$ cat src/rtl/cl_axi_mon_trig.sv
// Passive AXI4 handshake monitor feeding a debug ILA: outstanding counts, response
// watchdogs, error/under/overflow events and a one-cycle armed trigger pulse.
module cl_axi_mon_trig #(
  parameter int CNT_W     = 6,
  parameter int TIMEOUT_W = 16,
  parameter int TIMEOUT   = 4096
) (
  input  logic             aclk,
  input  logic             aresetn,
  input  logic             awvalid,
  input  logic             awready,
  input  logic             bvalid,
  input  logic             bready,
  input  logic             arvalid,
  input  logic             arready,
  input  logic             rvalid,
  input  logic             rready,
  input  logic             rlast,
  input  logic [1:0]       bresp,
  input  logic [1:0]       rresp,
  input  logic             arm,
  input  logic             clear,
  input  logic [4:0]       evt_en,
  output logic             trig,
  output logic             armed,
  output logic [4:0]       evt_sticky,
  output logic [CNT_W-1:0] wr_outst,
  output logic [CNT_W-1:0] rd_outst,
  output logic [CNT_W-1:0] wr_max
);

  localparam logic [CNT_W-1:0]     CNT_MAX = '1;
  localparam logic [TIMEOUT_W-1:0] WD_MAX  = '1;
  localparam logic [TIMEOUT_W-1:0] WD_TRIP = TIMEOUT_W'(TIMEOUT - 1);

  typedef enum logic [1:0] {ST_DISARMED, ST_ARMED, ST_FIRED} state_t;

  state_t               state;
  logic [TIMEOUT_W-1:0] wr_wdog;
  logic [TIMEOUT_W-1:0] rd_wdog;

  logic aw_hs, b_hs, ar_hs, r_hs, rl_hs;
  logic [CNT_W:0]       wr_step, rd_step;
  logic [TIMEOUT_W:0]   wr_wd_step, rd_wd_step;
  logic [CNT_W-1:0]     wr_nxt, rd_nxt;
  logic                 wr_err, rd_err;
  logic                 wr_trip, rd_trip;
  logic [4:0]           evt_now;
  logic                 hit;

  // Saturating up/down step; MSB of the result flags an under/overflow attempt.
  function automatic logic [CNT_W:0] cnt_step(input logic [CNT_W-1:0] cnt,
                                              input logic inc, input logic dec);
    if (inc && !dec) begin
      if (cnt == CNT_MAX) return {1'b1, cnt};
      return {1'b0, cnt + 1'b1};
    end
    if (dec && !inc) begin
      if (cnt == '0) return {1'b1, cnt};
      return {1'b0, cnt - 1'b1};
    end
    return {1'b0, cnt};
  endfunction

  // Watchdog step; MSB marks the single increment out of WD_TRIP. Saturation at
  // all-ones keeps the count from ever revisiting WD_TRIP without a restart.
  function automatic logic [TIMEOUT_W:0] wdog_step(input logic [TIMEOUT_W-1:0] wd,
                                                   input logic busy, input logic prog);
    if (!busy || prog) return '0;
    if (wd == WD_MAX) return {1'b0, wd};
    return {wd == WD_TRIP, wd + 1'b1};
  endfunction

  always_comb begin
    aw_hs = awvalid & awready;
    b_hs  = bvalid & bready;
    ar_hs = arvalid & arready;
    r_hs  = rvalid & rready;
    rl_hs = r_hs & rlast;

    wr_step    = cnt_step(wr_outst, aw_hs, b_hs);
    rd_step    = cnt_step(rd_outst, ar_hs, rl_hs);
    wr_nxt     = wr_step[CNT_W-1:0];
    rd_nxt     = rd_step[CNT_W-1:0];
    wr_err     = wr_step[CNT_W];
    rd_err     = rd_step[CNT_W];

    wr_wd_step = wdog_step(wr_wdog, wr_outst != '0, b_hs);
    rd_wd_step = wdog_step(rd_wdog, rd_outst != '0, r_hs);
    wr_trip    = wr_wd_step[TIMEOUT_W];
    rd_trip    = rd_wd_step[TIMEOUT_W];

    evt_now    = {wr_err | rd_err, rd_trip, wr_trip, r_hs & (rresp != 2'b00), b_hs & (bresp != 2'b00)};
    hit        = (evt_now & evt_en) != 5'b0;
  end

  // Stage p0 -> registered counters, watchdogs and sticky flags
  always_ff @(posedge aclk or negedge aresetn) begin
    if (!aresetn) begin
      wr_outst   <= '0;
      rd_outst   <= '0;
      wr_max     <= '0;
      wr_wdog    <= '0;
      rd_wdog    <= '0;
      evt_sticky <= '0;
    end else begin
      wr_outst <= wr_nxt;
      rd_outst <= rd_nxt;
      wr_wdog  <= wr_wd_step[TIMEOUT_W-1:0];
      rd_wdog  <= rd_wd_step[TIMEOUT_W-1:0];
      if (clear) begin
        wr_max     <= '0;
        evt_sticky <= '0;
      end else begin
        wr_max     <= (wr_nxt > wr_max) ? wr_nxt : wr_max;
        evt_sticky <= evt_sticky | evt_now;
      end
    end
  end

  // Stage p0 -> trigger FSM; trig is the registered ARMED->FIRED edge
  always_ff @(posedge aclk or negedge aresetn) begin
    if (!aresetn) begin
      state <= ST_DISARMED;
      trig  <= 1'b0;
    end else if (clear) begin
      state <= ST_DISARMED;
      trig  <= 1'b0;
    end else begin
      trig <= 1'b0;
      case (state)
        ST_DISARMED: if (arm) state <= ST_ARMED;
        ST_ARMED: begin
          if (hit) begin
            state <= ST_FIRED;
            trig  <= 1'b1;
          end
        end
        ST_FIRED:    if (arm) state <= ST_ARMED;
        default:     state <= ST_DISARMED;
      endcase
    end
  end

  assign armed = (state == ST_ARMED);

endmodule

$ cat config.mk
export PLATFORM = sky130hd
export DESIGN_NAME = cl_axi_mon_trig
export DESIGN_NICKNAME = d
export VERILOG_FILES = /design/src/rtl/cl_axi_mon_trig.sv
export SDC_FILE = /design/constraint.sdc
export NUM_CORES = 1
export LEC_CHECK = 0
export BUFFER_PORTS_ARGS = -buffer_cell sky130_fd_sc_hd__buf_2
export CAP_MARGIN = 15
export CORE_MARGIN = 10
export CORE_UTILIZATION = 35
export CTS_CLUSTER_DIAMETER = 30
export DETAILED_ROUTE_END_ITERATION = 12
export GPL_ROUTABILITY_DRIVEN = 0
export GPL_TIMING_DRIVEN = 0
export MAX_ROUTING_LAYER = met4
export PLACE_DENSITY_LB_ADDON = 0.25
export SYNTH_ARGS = -nofsm -noshare
export SYNTH_HDL_FRONTEND = slang
export SYNTH_SLANG_ARGS = --single-unit
$ cat constraint.sdc
create_clock -name aclk -period 8.4 [get_ports aclk]
set_clock_uncertainty 0.1 [all_clocks]
set_input_delay 0.42 -clock aclk [delete_from_list [all_inputs] [get_ports aclk]]
set_output_delay 0.42 -clock aclk [all_outputs]
set_load 0.1 [all_outputs]
==> results of run 1 <==
==> cell type report <==
class / instances / area share
Clock buffer: 13 / 0.0363
Clock inverter: 3 / 0.00366
Inverter: 20 / 0.0183
Multi-Input combinational cell: 289 / 0.462
Tap cell: 133 / 0.0406
Timing Repair Buffer: 48 / 0.0635
Buffer: 14 / 0.0217
Sequential cell: 58 / 0.354
==> cells by family (layout without fill, tap and decap cells) <==
group	Yosys count	count (layout)	share of synthesized area
and+or+nand+nor	183	183	0.272
AOI/OAI and AO/OA	64	64	0.147
DFF	58	58	0.414
buffers and inverters	34	98	0.0467
xor gates and xnor gates	24	24	0.0599
adders and majority gates	13	13	0.0463
muxes	5	5	0.0150
==> sequential cells by signal, indices dropped and copies added, names as in the netlist <==
name	flops
wr_wdog	16
wr_outst	6
trig	1
wr_max	6
rd_wdog	16
rd_outst	6
evt_sticky	5
state	2
==> what timing repair did <==
item / in CTS / in global routing
endpoints found under the hold margin: 19 / 0
hold buffers: 1 / 0
setup buffers: 0 / 0
==> per-layer routing <==
layer	up-vias	wire, um	track usage
li1	1507	-	-
met1	1436	4000	0.148
met2	78	3910	0.192
met3	12	467	0.0375
met4	0	129	0.0407
met5	-	0	-
==> worst paths after layout <==
kind                               start            end  slack (ns)  depth (start not counted)
max                          wr_outst[0]      wr_max[3]        5.00                         12
min                                clear      wr_max[1]        0.23                          2
max reg2reg                  wr_outst[0]      wr_max[3]        5.00                         12
min reg2reg                evt_sticky[1]  evt_sticky[1]        0.40                          2
max in group asynchronous        aresetn     wr_wdog[6]        7.14                          3
min in group asynchronous        aresetn    wr_outst[0]        0.48                          2
==> power by group <==
part | internal, mW | switching [mW]
sequential | 0.337 | 0.0671
clock | 0.114 | 0.113
combinational | 0.188 | 0.532
==> worst reg2reg max path: stages, from the launching register on <==
cell	delay, ns
dfrtp_1	0.45
ha_1	0.26
nand3_1	0.11
o211ai_1	0.41
o31ai_1	0.19
xnor2_1	0.32
ha_1	0.30
nand2_1	0.07
o22ai_1	0.08
a31oi_1	0.29
clkbuf_1	0.39
nor2_1	0.07
a311oi_1	0.26
==> stage by stage <==
| stage | cells | instance area [um^2] | power [mW] | util | worst slack (ns) |
|---|---|---|---|---|---|
| 2_1_floorplan | 381 | 3510 | 0.980 | - | 4.76 |
| 3_3_place_gp | 560 | 3910 | 1.11 | 0.400 | 5.05 |
| 3_5_place_dp | 561 | 3930 | 1.13 | 0.402 | 5.06 |
| 4_1_cts | 578 | 4100 | 1.36 | 0.419 | 5.02 |
| 5_1_grt | 578 | 4100 | 1.44 | 0.419 | 4.67 |
| 6_report | 578 | 4100 | 1.35 | 0.419 | 5.00 |
==> placed cells by master (no fill, tap or decap), types with 6 or more instances in the layout <==
cell type  count
dfrtp_1       58
nor2_1        57
buf_2         50
nand2_1       31
inv_1         20
nand3_1       19
xnor2_1       19
nor3_1        18
ha_1          13
nand4_1       10
clkbuf_8      10
nor4_1         8
clkbuf_1       8
a211oi_1       8
o21ai_0        7
a21oi_1        6
==> impl_metrics.json, run 1 <==
{
  "outcome": "completed",
  "crit_path_end_kind": "flip-flop",
  "synth_area_leaders": "dfrtp_1 41%, nor2_1 6.1%, xnor2_1 4.7%, ha_1 4.6%, nand2_1 3.3%",
  "synth_common_cells": "58 x dfrtp_1, 57 x nor2_1, 31 x nand2_1",
  "area_growth_syn_to_layout_pct": 16.8,
  "synth_top_area_frac": 0.414,
  "dieArea_um2": 14400,
  "worstPathArrival_ns": 3.54,
  "synthArstFlopShare": 1.00,
  "antenna_found_initial": 0,
  "synthCells": 381,
  "maxSlewViolCount": 0,
  "setup_viol_count_final": 0,
  "layout_worst_path_cycle_share": 0.405,
  "cts_tree": "built",
  "pin_count": 47,
  "synth_area_per_cell_um2": 9.21,
  "ys_ff_latch": 58,
  "cap_violations": 0,
  "yosysSeqAreaShare": 0.414,
  "grt_setup_unrepaired": "false",
  "grt_remaining_overflow": 0,
  "powerDensity_nw_per_um2": 329,
  "grt_max_degree": 40,
  "yosys_warnings": 0,
  "peakVddDrop_mv": 0.204,
  "critPathMaxStageDelay_ns": 0.45,
  "synth_nets": 416,
  "synth_top_area_cell": "dfrtp_1",
  "htree_levels": 3,
  "synth_edf_count": 0,
  "p_leak_nw": 1.80,
  "insertion_delay_ns": 0.34,
  "diodes": 0,
  "startpoint_type": "flip-flop",
  "path_class": "flip-flop to flip-flop",
  "cts.sink_count": 58,
  "cpMostUsedCell": "ha_1",
  "die_w_um": 120,
  "min_path_type": "input port to flip-flop",
  "grt_first_pass_wirelength_mm": 14.3,
  "start_util": 0.359,
  "synth.most_common_cell": "dfrtp_1",
  "antenna_left": 0,
  "timing.fmax_mhz": 294,
  "routed_wl_mm": 8.51,
  "slew_headroom": 0.590,
  "required_ns": 8.54,
  "via_count": 3033,
  "hold_violations": 0,
  "synth.distinct_cells": 64,
  "dp_hpwl_mm": 6.29,
  "grt_pass1_vias": 2942,
  "via_per_inst": 5.25,
  "fp.dieH_um": 120,
  "core_um2": 9770,
  "port_buffers": 46,
  "fillers": 985,
  "seq_area_um2": 1450,
  "clockRootBuffer": "clkbuf_8",
  "synthFlopType": "dfrtp_1",
  "post_drt_wl_per_cell_um": 14.7,
  "numCtsBuffers": 9,
  "crit_chain": "ha_1 -> nand3_1 -> o211ai_1 -> o31ai_1 -> xnor2_1 -> ha_1 -> nand2_1 -> o22ai_1 -> a31oi_1 -> clkbuf_1 -> nor2_1 -> a311oi_1",
  "first_pass_iters": 5,
  "clk_pin_slew_ns": 0.07,
  "final_nets": 475,
  "multi_input_area_um2": 1890,
  "synthesis.area_um2": 3510,
  "cts_resized": 0,
  "path_max_fanout": 10,
  "drive_gt1_frac": 0.187,
  "fin_crit_ns": 3.40,
  "drtIter0Drc": 123,
  "drc": 0,
  "cpMaxStageDelayCell": "dfrtp_1",
  "grtUsageTotal": 0.123,
  "clock_path_buffers": 2,
  "rows": 36,
  "cpLargestDelayFamily": "compound AO/OA/AOI/OAI gates",
  "crit_buf_inv": 1,
  "setup-tns-final_ns": 0,
  "tightest_slew_ns": 0.611,
  "hold_slack_ns": 0.226
}
(Power assumes the default switching activity.)
==> inputs of run 2 (changes only) <==
clock period = 3.3 ns   (was 8.4 ns; I/O delays follow)
==> impl_metrics.json, run 2 (synthesis results as in run 1) <==
{
  "antenna_left": 0,
  "clock_path_buffers": 2,
  "holdPathStages": 4,
  "critPathMaxStageDelay_ns": 0.46,
  "drc": 0,
  "worst_slack_ns": 0.184,
  "via_count": 3089,
  "grt_first_pass_wirelength_mm": 14.7,
  "worstPathArrival_ns": 3.27,
  "cap_violations": 0,
  "final_cell_mix": "57 x nor2_1, 53 x dfrtp_1, 50 x buf_2, 31 x nand2_1, 20 x inv_1",
  "startpoint": "wr_outst[0]",
  "cpLargestDelayFamily": "compound AO/OA/AOI/OAI gates",
  "clockRootBuffer": "clkbuf_8",
  "setup_viol_count_final": 0,
  "powerDensity_nw_per_um2": 884,
  "startpoint_type": "flip-flop",
  "tightest_slew_ns": 0.704,
  "dp_hpwl_mm": 6.33,
  "path_class": "flip-flop to flip-flop",
  "reg_top3": "rd_wdog: 16 flops, wr_wdog: 16 flops",
  "core_um2": 9770,
  "grt_setup_unrepaired": "false",
  "routed_wl_mm": 8.65,
  "fp.dieH_um": 120,
  "slew_headroom": 0.531,
  "start_util": 0.359,
  "min_path_type": "input port to flip-flop",
  "cts.sink_count": 58,
  "area_growth_syn_to_layout_pct": 21.1,
  "hold_violations": 0,
  "fin_crit_ns": 3.12,
  "numCtsBuffers": 9,
  "dp_slack_ns": -0.106,
  "layout_worst_path_cycle_share": 0.944,
  "die_w_um": 120,
  "grt_max_degree": 31,
  "crit_path_end_kind": "flip-flop",
  "multi_input_area_um2": 1920,
  "via_per_inst": 5.31,
  "path_max_fanout": 10,
  "port_buffers": 46,
  "cts_tree": "built",
  "final_nets": 479,
  "hold-path-endpoint": "evt_sticky[0]",
  "r2r_slack_ns": 0.18,
  "crit_buf_inv": 1,
  "peakVddDrop_mv": 0.694,
  "pin_count": 47,
  "grt_pass1_vias": 2988,
  "htree_levels": 3,
  "holdCritStartpoint": "bresp[0]",
  "first_pass_iters": 6,
  "required_ns": 3.45,
  "post_drt_wl_per_cell_um": 14.9,
  "insertion_delay_ns": 0.35,
  "cpMostUsedCell": "ha_1",
  "maxSlewViolCount": 0,
  "cpMaxStageDelayCell": "dfrtp_4",
  "seq_area_um2": 1460,
  "reg2reg_from": "wr_outst[0]",
  "setup-tns-final_ns": 0,
  "outcome": "completed",
  "clk_pin_slew_ns": 0.08,
  "crit_chain": "ha_1 -> nand3_1 -> o211ai_1 -> o31ai_2 -> xnor2_1 -> ha_1 -> nand2_1 -> o22ai_1 -> a31oi_2 -> buf_6 -> nor2_1 -> a311oi_1",
  "diodes": 0,
  "grt_remaining_overflow": 0,
  "p_leak_nw": 1.87,
  "dieArea_um2": 14400,
  "layout_commonest_cell": "nor2_1",
  "reg2reg_to": "wr_max[3]",
  "drive_gt1_frac": 0.218,
  "fillers": 979,
  "drtIter0Drc": 152,
  "r2r_cells": 12,
  "grtUsageTotal": 0.127,
  "rows": 36,
  "antenna_found_initial": 0,
  "timing.fmax_mhz": 321
}
## run 2: cell types whose count changed in the layout (fill, tap and decap cells not counted), moves of 2 or more
| cell | change |
|---|---|
| clkinv_2 | -2 |
| dfrtp_1 | -5 |
| clkbuf_8 | +2 |
| dfrtp_2 | +4 |
| mux2_2 | -2 |
| bufinv_16 | +2 |
| clkbuf_1 | -4 |
| dlygate4sd3_1 | +2 |
| mux2_4 | +2 |
| buf_4 | +2 |
## run 2: what timing repair did
item,in CTS,in global routing
hold buffers,3,0
endpoints found under the hold margin,32,0
resized for setup,1,11
buffers inserted,0,2
setup endpoints to repair,3,6
pin swaps,0,2
## run 2: worst max-delay path by stage
stage | endpoint | slack (ns) | depth (start not counted)
3_5_place_dp | wr_max[3] | -0.11 | 12
4_1_cts | wr_max[3] | 0.04 | 12
6_report | wr_max[3] | 0.18 | 12
5_1_grt | wr_max[3] | 0.01 | 12
3_3_place_gp | wr_max[3] | -0.03 | 13
2_1_floorplan | wr_max[3] | 0.02 | 11
## run 2: area by class of cell
type,count,area share
Multi-Input combinational cell,289,0.452
Sequential cell,58,0.343
Timing Repair Buffer,52,0.0695
Tap cell,133,0.0391
Clock buffer,12,0.0388
Buffer,14,0.0227
Inverter,20,0.0177
Clock inverter,4,0.0171
## run 2: worst min-delay path, cell delays in order
cell and delay [ns]:
buf_2 0.08, o211a_1 0.17, nor2_1 0.05, nor2_1 0.07
## run 2: routing by layer
| metal | part of all wire | GRT usage |
|---|---|---|
| met1 | 0.47 | 0.157 |
| met5 | 0 | - |
| met3 | 0.063 | 0.0436 |
| met2 | 0.44 | 0.187 |
| met4 | 0.026 | 0.0535 |
## run 2: per-stage QoR
step	cells	power (mW)	hold WS, ns	instance area [um^2]	utilization
global route	582	4.00	0.141	4250	0.435
CTS	580	3.69	0.103	4200	0.430
finish	582	3.76	0.118	4250	0.435
floorplan	381	2.50	-0.231	3520	-
detailed placement	561	2.88	0.159	3940	0.403
global placement	560	2.84	0.317	3920	0.401
## run 2: power by group
group	internal, mW	switching, mW
registers	0.867	0.175
clock network	0.486	0.299
logic	0.555	1.38
total	1.91	1.85
